**src/rtl/btb_ctrl.sv**
```systemverilog
// Lookup/update controller for a 32 x 26-bit BTB SRAM: tag compare, valid bits, update queue + RMW FSM.
// Optional hit/miss statistics counters are enabled by defining BTB_STATS_EN.
module btb_ctrl #(
    parameter int QDEPTH = 2
) (
    input  logic        clk,
    input  logic        rst_n,
    input  logic        lk_valid,
    input  logic [14:0] lk_pc,
    output logic        lk_rvalid,
    output logic        lk_hit,
    output logic [14:0] lk_target,
    output logic        lk_taken,
    input  logic        upd_valid,
    output logic        upd_ready,
    input  logic [14:0] upd_pc,
    input  logic [14:0] upd_target,
    input  logic        upd_taken,
    input  logic        flush,
    output logic        mem_cs,
    output logic        mem_web,
    output logic [4:0]  mem_wa,
    output logic [25:0] mem_wd,
    output logic [4:0]  mem_ra,
    input  logic [25:0] mem_rd
`ifdef BTB_STATS_EN
    ,
    output logic [15:0] stat_hit,
    output logic [15:0] stat_miss
`endif
);

    localparam int QW = (QDEPTH > 1) ? $clog2(QDEPTH) : 1;
    localparam logic [QW:0] Q_FULL = (QW + 1)'(QDEPTH);

    localparam logic [0:0] U_IDLE = 1'b0;
    localparam logic [0:0] U_CMP  = 1'b1;

    logic [0:0]  state;
    logic [0:0]  state_nxt;
    logic [31:0] valid;

    // Update queue: {pc, target, taken}
    logic [30:0]   q_mem [QDEPTH];
    logic [QW-1:0] q_wr_ptr;
    logic [QW-1:0] q_rd_ptr;
    logic [QW:0]   q_count;
    logic          q_full;
    logic          q_empty;
    logic          q_push;
    logic          q_pop;

    logic [14:0] head_pc;
    logic [14:0] head_tgt;
    logic        head_tk;
    logic [4:0]  head_idx;
    logic [9:0]  head_tag;

    logic        in_cmp;
    logic        cmp_hit;
    logic        cmp_wr;
    logic        cmp_clr;
    logic [25:0] cmp_wd;
    logic        do_write;
    logic        lk_rd;
    logic        fsm_rd;

    logic        lk_pend;
    logic [4:0]  lk_idx;
    logic [9:0]  lk_tag;
    logic        fwd;
    logic [25:0] fwd_data;
    logic [25:0] rd_entry;
    logic        hit_c;

    assign q_full    = (q_count == Q_FULL);
    assign q_empty   = (q_count == '0);
    assign upd_ready = !q_full && !flush;
    assign q_push    = upd_valid && upd_ready;
    assign in_cmp    = (state == U_CMP);
    assign q_pop     = in_cmp && !flush;

    assign head_pc  = q_mem[q_rd_ptr][30:16];
    assign head_tgt = q_mem[q_rd_ptr][15:1];
    assign head_tk  = q_mem[q_rd_ptr][0];
    assign head_idx = head_pc[4:0];
    assign head_tag = head_pc[14:5];

    // In U_CMP, mem_rd holds the head entry read during U_IDLE; only this FSM writes the SRAM,
    // so the entry cannot have changed in between.
    assign cmp_hit = valid[head_idx] && (mem_rd[25:16] == head_tag);
    assign cmp_wr  = head_tk || (cmp_hit && mem_rd[0]);
    assign cmp_clr = !head_tk && cmp_hit && !mem_rd[0];
    assign cmp_wd  = head_tk ? {head_tag, head_tgt, 1'b1} : {head_tag, mem_rd[15:1], 1'b0};

    assign do_write = rst_n && in_cmp && cmp_wr && !flush;
    assign lk_rd    = rst_n && lk_valid;
    assign fsm_rd   = rst_n && (state == U_IDLE) && !q_empty && !lk_valid && !flush;

    always_comb begin
        mem_ra = 5'd0;
        if (lk_rd) begin
            mem_ra = lk_pc[4:0];
        end else if (fsm_rd) begin
            mem_ra = head_idx;
        end
    end

    assign mem_cs  = lk_rd || fsm_rd || do_write;
    assign mem_web = !do_write;
    assign mem_wa  = do_write ? head_idx : 5'd0;
    assign mem_wd  = do_write ? cmp_wd : 26'd0;

    always_comb begin
        state_nxt = state;
        case (state)
            U_IDLE:  state_nxt = fsm_rd ? U_CMP : U_IDLE;
            U_CMP:   state_nxt = U_IDLE;
            default: state_nxt = U_IDLE;
        endcase
    end

    always_ff @(posedge clk) begin
        if (!rst_n) begin
            state <= U_IDLE;
        end else if (flush) begin
            state <= U_IDLE;
        end else begin
            state <= state_nxt;
        end
    end

    always_ff @(posedge clk) begin
        if (!rst_n) begin
            valid <= '0;
        end else if (flush) begin
            valid <= '0;
        end else if (do_write) begin
            valid[head_idx] <= 1'b1;
        end else if (in_cmp && cmp_clr) begin
            valid[head_idx] <= 1'b0;
        end
    end

    always_ff @(posedge clk) begin
        if (q_push) begin
            q_mem[q_wr_ptr] <= {upd_pc, upd_target, upd_taken};
        end
    end

    always_ff @(posedge clk) begin
        if (!rst_n || flush) begin
            q_wr_ptr <= '0;
            q_rd_ptr <= '0;
            q_count  <= '0;
        end else begin
            if (q_push) begin
                q_wr_ptr <= q_wr_ptr + 1'b1;
            end
            if (q_pop) begin
                q_rd_ptr <= q_rd_ptr + 1'b1;
            end
            case ({q_push, q_pop})
                2'b10:   q_count <= q_count + 1'b1;
                2'b01:   q_count <= q_count - 1'b1;
                default: q_count <= q_count;
            endcase
        end
    end

    // A lookup colliding with this cycle's write reads stale SRAM data, so the write is captured for bypass.
    always_ff @(posedge clk) begin
        if (!rst_n) begin
            lk_pend  <= 1'b0;
            lk_idx   <= 5'd0;
            lk_tag   <= 10'd0;
            fwd      <= 1'b0;
            fwd_data <= 26'd0;
        end else begin
            lk_pend  <= lk_rd;
            lk_idx   <= lk_pc[4:0];
            lk_tag   <= lk_pc[14:5];
            fwd      <= lk_rd && do_write && (head_idx == lk_pc[4:0]);
            fwd_data <= cmp_wd;
        end
    end

    assign rd_entry  = fwd ? fwd_data : mem_rd;
    assign hit_c     = lk_pend && valid[lk_idx] && (rd_entry[25:16] == lk_tag);
    assign lk_rvalid = lk_pend;
    assign lk_hit    = hit_c;
    assign lk_target = hit_c ? rd_entry[15:1] : 15'd0;
    assign lk_taken  = hit_c && rd_entry[0];

`ifdef BTB_STATS_EN
    always_ff @(posedge clk) begin
        if (!rst_n) begin
            stat_hit  <= 16'd0;
            stat_miss <= 16'd0;
        end else if (lk_pend) begin
            if (hit_c) begin
                if (stat_hit != 16'hFFFF) begin
                    stat_hit <= stat_hit + 16'd1;
                end
            end else begin
                if (stat_miss != 16'hFFFF) begin
                    stat_miss <= stat_miss + 16'd1;
                end
            end
        end
    end
`endif

endmodule

```
**config.mk**
```make
export PLATFORM = sky130hd
export DESIGN_NAME = btb_ctrl
export DESIGN_NICKNAME = d
export VERILOG_FILES = /design/src/rtl/btb_ctrl.sv
export SDC_FILE = /design/constraint.sdc
export NUM_CORES = 1
export LEC_CHECK = 0
export ABC_AREA = 1
export CAP_MARGIN = 20
export CORE_ASPECT_RATIO = 1.25
export CORE_MARGIN = 2
export CORE_UTILIZATION = 47
export DETAILED_ROUTE_END_ITERATION = 8
export PLACE_DENSITY = 0.76
export RECOVER_POWER = 50
export SLEW_MARGIN = 10
export SYNTH_ARGS = -nofsm -noshare
export SYNTH_HDL_FRONTEND = slang
export SYNTH_SLANG_ARGS = --single-unit
```
**constraint.sdc**
```tcl
create_clock -name clk -period 2.7 [get_ports clk]
set_clock_uncertainty 0.2 [all_clocks]
set_input_delay 0.27 -clock clk [delete_from_list [all_inputs] [get_ports clk]]
set_output_delay 0.27 -clock clk [all_outputs]
set_load 0.05 [all_outputs]
```
; ---- After elaboration in Yosys (flattened, before gate mapping)
; Memories as Yosys holds them, arrays and structs flattened. A register that Yosys moved wholly into a read port is not among the register bits.
; Cells that the tools add are included.
[op_classes]
n_mux = 22
n_addsub = 4
order_cmp = 3
n_eq_ne = 6
div = 0
n_mul = 0
shifts = 0
bitwise_logic = 5
reduce_logical = 38
[op_table]
columns = operator, n
row1 = $mux W32, 2
row2 = $mux W26, 2
row3 = $and A32 B32 Y32, 1
row4 = $not A32 Y32, 1
row5 = $or A32 B32 Y32, 1
row6 = $logic_and A1 B1 Y1, 22
row7 = $eq A10 B10 Y1, 2
row8 = $mux W16, 1
row9 = $mux W15, 1
row10 = $mux W5, 3
row11 = $lt A5 B6 Y1 const B, 2
row12 = $bmux W1 S5, 2
row13 = $logic_not A1 Y1, 8
row14 = $mux W1, 8
row15 = $demux W1 S5, 1
row16 = $eq A5 B5 Y1, 1
row17 = $ge A5 B1 Y1 const B, 1
row18 = $eq A2 B2 Y1 const B, 2
row19 = $logic_or A1 B1 Y1, 4
row20 = $pmux W2 S2, 1
row21 = $reduce_bool A2 Y1, 2
row22 = $add A1 B1 Y1 const B, 2
row23 = $add A2 B1 Y2 const B, 1
row24 = $eq A2 B1 Y1 const B, 1
row25 = other kinds (5), 6
[totals]
rom_bits = 0
latchBits = 0
inputBits = 77
output_inout_bits = 57
reg_bits = 80
ramBits = 62
memories = 1
elab_cells = 89
[mem_list]
columns = name, depth, width, read_ports, rd_ports_with_merged_regs, wr, line
row1 = q_mem, 2, 31, 1, 1, 1, 44  ; logic [30:0] q_mem [QDEPTH];

; ---- Logic depth before layout (Yosys ltp)
; Gate-level depths: netlist of the first run.
[depth]
ltp_word = 9
depth_mapped = 19
mapped_depth_nobuf = 16

; ---- Least setup slack after synthesis of the first run
; OpenSTA, ideal clock, no wires.
[synth_path]
path_type = flip-flop to output port
start = reg (tool-made name)
end = out mem_wd[17]
path_stages_with_launch = 14
slack_ns = -1.355
arrival_time_ns = 3.585
required_ns = 2.230
path_buffers = 5
path_cell_list = dfxtp_1 -> buf_6 -> buf_6 -> buf_2 -> nand2_1 -> nand2_1 -> inv_1 -> nor3_1 -> inv_1 -> nand2_4 -> inv_2 -> buf_6 -> buf_6 -> nor2_1
[synth_lines]
columns = item, line
row1 = to (decl), 23  ; output logic [25:0] mem_wd,

==> results.ini, run 1 <==
[finish]
area_growth_pct=62.4
final_core_util=0.785
design_area_um2=11400
stdcell_count=1326
drive_above_1_share=0.301
fin_nets=1208
fill_cells=818

[placed_design]
dp.cells=1245
placed_area_um2=9700
place_ws_ns=-0.215
dp.final_hpwl_um=15100
portBuffers=133
gp_congestion=0.982

[synthesis]
synthCells=909
ys_ff_latch=143
ys_seq_area_frac=0.498
synthArstFlopShare=0
synth_nets=987
synthDistinctLibCells=38
synth_edf_count=62
syn_area_um2=7000
ys_warn_count=0
syn_avg_cell_area_um2=7.70
synth-main-ff-cell=dfxtp_1

[floorplan]
die_w_um=113
coreArea_um2=14500
die_area_um2=15900
die_h_um=140
start_util=0.484
ios=134
num_rows=49

[sta]
fin_crit_sh=1.17
finalWorstSetupSlack_ns=-0.469
setup_viol_count_final=86
slew_headroom=0.531
tightest_slew_ns=0.703
slew_violations=0
clock.fmax_mhz=316
finalHoldViolCount=0
rsz0062_at_grt=true
finalCriticalPeriod_ns=3.17

[status]
status=finished, violations left
violations=design-rule violations, negative setup slack

[critical_path]
cp-start-kind=flop
cp.arrival_ns=2.70
path_class=reg2out
cp-end-kind=output pin
r2r_slack_ns=-0.28
cp.required_ns=2.23
path_max_fanout=7

[clock_tree]
htreeDepth=4
clk_pin_slew_ns=0.07
cts_buffers=17
clkLatencyLatePin_ns=0.44
cts-root-buf=clkbuf_16
clock-sinks=143
clockBufferDepth=2
cts_tree=yes

[detailed_routing]
wl_um=26100
ant_nets=0
wl_per_cell_um=19.7
vias_per_cell=5.67
drtPass1Iterations=8
remaining_drc_errors=4
vias=7524
drt_first_iter_violations=694

[power_and_ir_drop]
ir_worst_vdd_v=0.000458
power.leakage_nw=4.50
finalPower_mw=5.27
pwr_density_cell_nw_per_um2=464

[global_route]
grt_pass1_vias=7214
antenna_found_initial=5
grtUsageTotal=0.294
grt_overflow_total=0
grt_max_degree=32
grt_pass1_wl_um=36300

[worst_hold_path]
hold_path.class=in2reg

[flow_run]
max_cap_violations=0

repair_timing:
item	CTS	global route
buffers inserted	24	14
endpoints found under the setup margin	79	85
hold buffers	0	0
pin swaps	14	17
resized for setup	109	72
cloned	4	7
through the flow:
step                hold slack (ns)  setup TNS [ns]
finish                        0.177          -25.03
global route                  0.185          -30.58
CTS                           0.163          -12.67
detailed placement            0.257           -7.33
global placement              0.249           -2.75
floorplan                     0.161           -1.33
power breakdown:
part           leakage, nW  switching, mW  internal (mW)
clock network        0.275           1.07           1.22
logic                 2.99          0.362          0.269
registers             1.24         0.0298           2.32
total                 4.50           1.46           3.81
cells in the mapped netlist (8+ instances only):
cell / instances / area share
nand2_1: 240 / 0.13
nor2_1: 149 / 0.080
inv_1: 91 / 0.049
dfxtp_1: 81 / 0.23
edfxtp_1: 62 / 0.27
nand3_1: 61 / 0.044
a21oi_1: 53 / 0.038
o21ai_0: 45 / 0.032
clkbuf_1: 17 / 0.0091
mux2i_1: 17 / 0.024
buf_2: 10 / 0.0072
o21ai_1: 10 / 0.0072
buf_6: 9 / 0.014
xor2_1: 8 / 0.010
cell usage in the layout (no fill, tap or decap), types with 35 or more instances in the layout:
| cell type | n |
|---|---|
| nor2_1 | 94 |
| buf_12 | 66 |
| buf_4 | 77 |
| dfxtp_1 | 79 |
| nand3_1 | 57 |
| o21ai_0 | 35 |
| edfxtp_1 | 62 |
| nand2_1 | 214 |
| nor2_4 | 54 |
| a21oi_1 | 36 |
| inv_1 | 86 |
| clkdlybuf4s50_1 | 45 |
path summary, 6_finish.rpt:
kind | from | depth (start not counted) | to
setup / recovery | flop | 16 | mem_wd[25]
hold / removal | lk_pc[10] | 3 | lk_tag[5]$_SDFF_PN0_
setup reg to reg | flop | 20 | flop
hold reg to reg | flop | 2 | flop
critical path: stages (launching register included):
cell and delay, ns:
dfxtp_4 0.41, buf_12 0.15, buf_8 0.13, nand2_2 0.06, o21ai_2 0.10, inv_2 0.09, nand2_2 0.11, nor2_1 0.06
nand2_1 0.09, nand2_2 0.07, nor2_4 0.15, nand4_4 0.14, nand2_4 0.14, clkinv_8 0.09, buf_12 0.16, nor2_4 0.13
buf_12 0.14
layout make-up:
| class | instances | area, um2 | area share |
|---|---|---|---|
| Timing Repair Buffer | 243 | 3000 | 0.264 |
| Sequential cell | 143 | 3490 | 0.307 |
| Tap cell | 178 | 223 | 0.0196 |
| Clock inverter | 15 | 144 | 0.0127 |
| Antenna cell | 5 | 12.5 | 0.00110 |
| Timing Repair inverter | 1 | 7.51 | 0.000661 |
| Inverter | 97 | 389 | 0.0342 |
| Multi-Input combinational cell | 627 | 3670 | 0.323 |
| Clock buffer | 17 | 425 | 0.0374 |
cell families after synthesis:
group / after synthesis / share of synthesized area
DFF: 143 / 0.498
adders and majority gates: 1 / 0.00179
AOI/OAI and AO/OA: 124 / 0.0948
xor gates and xnor gates: 10 / 0.0125
muxes: 18 / 0.0259
buffers and inverters: 140 / 0.0892
and+or+nand+nor: 473 / 0.278
layer usage:
metal | share of wire | global-route usage | vias to the layer above | wire length (um)
met5 | 0 | 0 | - | 0
li1 | - | - | 3388 | -
met4 | 0.076 | 0.173 | 0 | 2000
met1 | 0.33 | 0.315 | 3493 | 8520
met3 | 0.087 | 0.0749 | 167 | 2260
met2 | 0.51 | 0.517 | 476 | 13300
Power figures use the tool's default switching activity.
==> run 2: changes to the inputs <==
SKIP_LAST_GASP = 1   (was not set)
==> run 2 against run 1 <==
Against the previous run: via count down 0.20%; setup slack gained 0.032 ns; wire length decreased by 2.2%; hold slack about the same; die area unchanged; register-to-register slack gained 0.02 ns; core utilization fell by 0.19 points; the run still ends with design-rule violations, negative setup slack left; global-route usage did not move; total power fell by 0.24%; sequential power about the same; sequential share of layout area is 0.075 points higher; first-iteration DRC count up 18%.
==> results.ini, run 2 (same netlist as run 1, synthesis figures left out) <==
[floorplan]
coreArea_um2=14500
num_rows=49
start_util=0.484
die_w_um=113
die_h_um=140
ios=134
die_area_um2=15900

[critical_path]
worstPathCellList=buf_8, o21ai_4, clkinvlp_4, nand2_1, nand2_1, nand2_1, nand2_2, nor2_4, nand4_4, nand2_4, clkinv_8, buf_12, nor2_4, buf_12
worst_path_max_delay_cell=dfxtp_4
path_max_fanout=6
reg2reg_depth=19
path_class=reg2out
path_common_cell=nand2_1
cp.required_ns=2.23
r2r_slack_ns=-0.26
cp-end-kind=output pin
critical_path_buf_inv_count=5
path_delay_family=simple AND/OR/NAND/NOR gates
cp-start-kind=flop
cp.arrival_ns=2.67
cp_slowest_stage_delay_ns=0.38

[clock_tree]
clk_pin_slew_ns=0.07
clock-sinks=143
cts_tree=yes
cts_hold_buf=0
cts-root-buf=clkbuf_16
cts_buffers=17
clkLatencyLatePin_ns=0.44
clockBufferDepth=2
htreeDepth=4

[detailed_routing]
vias_per_cell=5.66
vias=7509
wl_per_cell_um=19.2
wl_um=25500
drt_first_iter_violations=820
ant_nets=0
drtPass1Iterations=7
remaining_drc_errors=4

[global_route]
grt_pass1_vias=7214
antenna_found_initial=5
grt_pass1_wl_um=36300
grt_overflow_total=0
grt_max_degree=32
grtUsageTotal=0.294

[worst_hold_path]
hold_end=lk_tag[6]$_SDFF_PN0_
hold_path.class=in2reg
min_path_cells=3
min_from=lk_pc[11]

[finish]
drive_above_1_share=0.295
area_growth_pct=62.0
fin_nets=1208
fill_cells=823
mostFrequentLayoutCells=214 x nand2_1, 94 x nor2_1, 86 x inv_1
final_core_util=0.784
layout_commonest_cell=nand2_1
stdcell_count=1326
design_area_um2=11300

[placed_design]
portBuffers=133
dp.cells=1245
gp_congestion=0.982
dp.final_hpwl_um=15100
placed_area_um2=9700

[power_and_ir_drop]
p_clk_frac=0.434
switching_power_mw=1.45
p_seq_frac=0.447
intPower_mw=3.81
pwr_density_cell_nw_per_um2=464
ir_worst_vdd_v=0.000458
pwr-share-comb=0.120
finalPower_mw=5.26
power.leakage_nw=4.50
sw_frac_of_total=0.275

[sta]
fin_crit_sh=1.16
tns_ns=-22.56
setup_viol_count_final=86
slew_violations=0
rsz0062_at_grt=true
clock.fmax_mhz=319
finalCriticalPeriod_ns=3.14
slew_headroom=0.542
finalHoldViolCount=0
finalWorstSetupSlack_ns=-0.437
tightest_slew_ns=0.687

[flow_run]
max_cap_violations=0

[status]
violations=design-rule violations, negative setup slack
status=finished, violations left

[run 2: cell counts in the layout (fill, tap and decap cells not counted)]
Identical to the previous run, type by type.
[run 2: worst max path at each step]
| stage | cells after the start | to | slack, ns | startpoint |
|---|---|---|---|---|
| finish | 14 | mem_wd[25] | -0.44 | flop |
| CTS | 14 | mem_wd[10] | -0.34 | flop |
| global route | 16 | mem_wd[17] | -0.52 | flop |
| floorplan | 11 | lk_target[0] | -0.15 | fwd$_SDFF_PN0_ |
| detailed placement | 14 | mem_wd[10] | -0.21 | flop |
| global placement | 14 | mem_wd[6] | -0.13 | flop |
[run 2: stage by stage]
stage,hold WS (ns),worst slack (ns)
finish,0.177,-0.437
global route,0.183,-0.518
CTS,0.163,-0.338
detailed placement,0.257,-0.215
global placement,0.249,-0.128
floorplan,0.161,-0.146
[run 2: metal layers]
metal | track usage | vias to the layer above | share of wire
met5 | 0 | - | 0
met3 | 0.0749 | 142 | 0.083
met2 | 0.517 | 457 | 0.52
met1 | 0.315 | 3523 | 0.34
li1 | - | 3387 | -
met4 | 0.173 | 0 | 0.056
[run 2: what timing repair did]
item	CTS	global route
gates cloned	4	7
endpoints found under the hold margin	0	0
setup endpoints to repair	79	85
pin swaps	14	17
buffers inserted	24	14
gates resized for setup	109	65
[run 2: power by group through the flow]
stage          Sequential [mW]  Combinational [mW]  Clock [mW]
2_1_floorplan             2.39               0.258           0
3_3_place_gp              2.39               0.522           0
3_5_place_dp              2.39               0.532           0
4_1_cts                   2.34               0.576        2.29
5_1_grt                   2.35               0.667        2.38
6_report                  2.35               0.629        2.28
[run 2: cell type report]
class / count / area [um2] / area share
clock buffers: 17 / 425 / 0.0375
well taps: 178 / 223 / 0.0196
repair inverters: 1 / 7.51 / 0.000662
diodes: 5 / 12.5 / 0.00110
flip-flops and latches: 143 / 3490 / 0.308
inverters: 97 / 389 / 0.0343
clock inverters: 15 / 144 / 0.0127
multi-input cells: 627 / 3640 / 0.321
repair buffers: 243 / 3000 / 0.265
[run 2: tightest hold or removal path: stages]
cell and delay (ns):
clkdlybuf4s50_1 0.39, nand2_1 0.06, inv_1 0.04
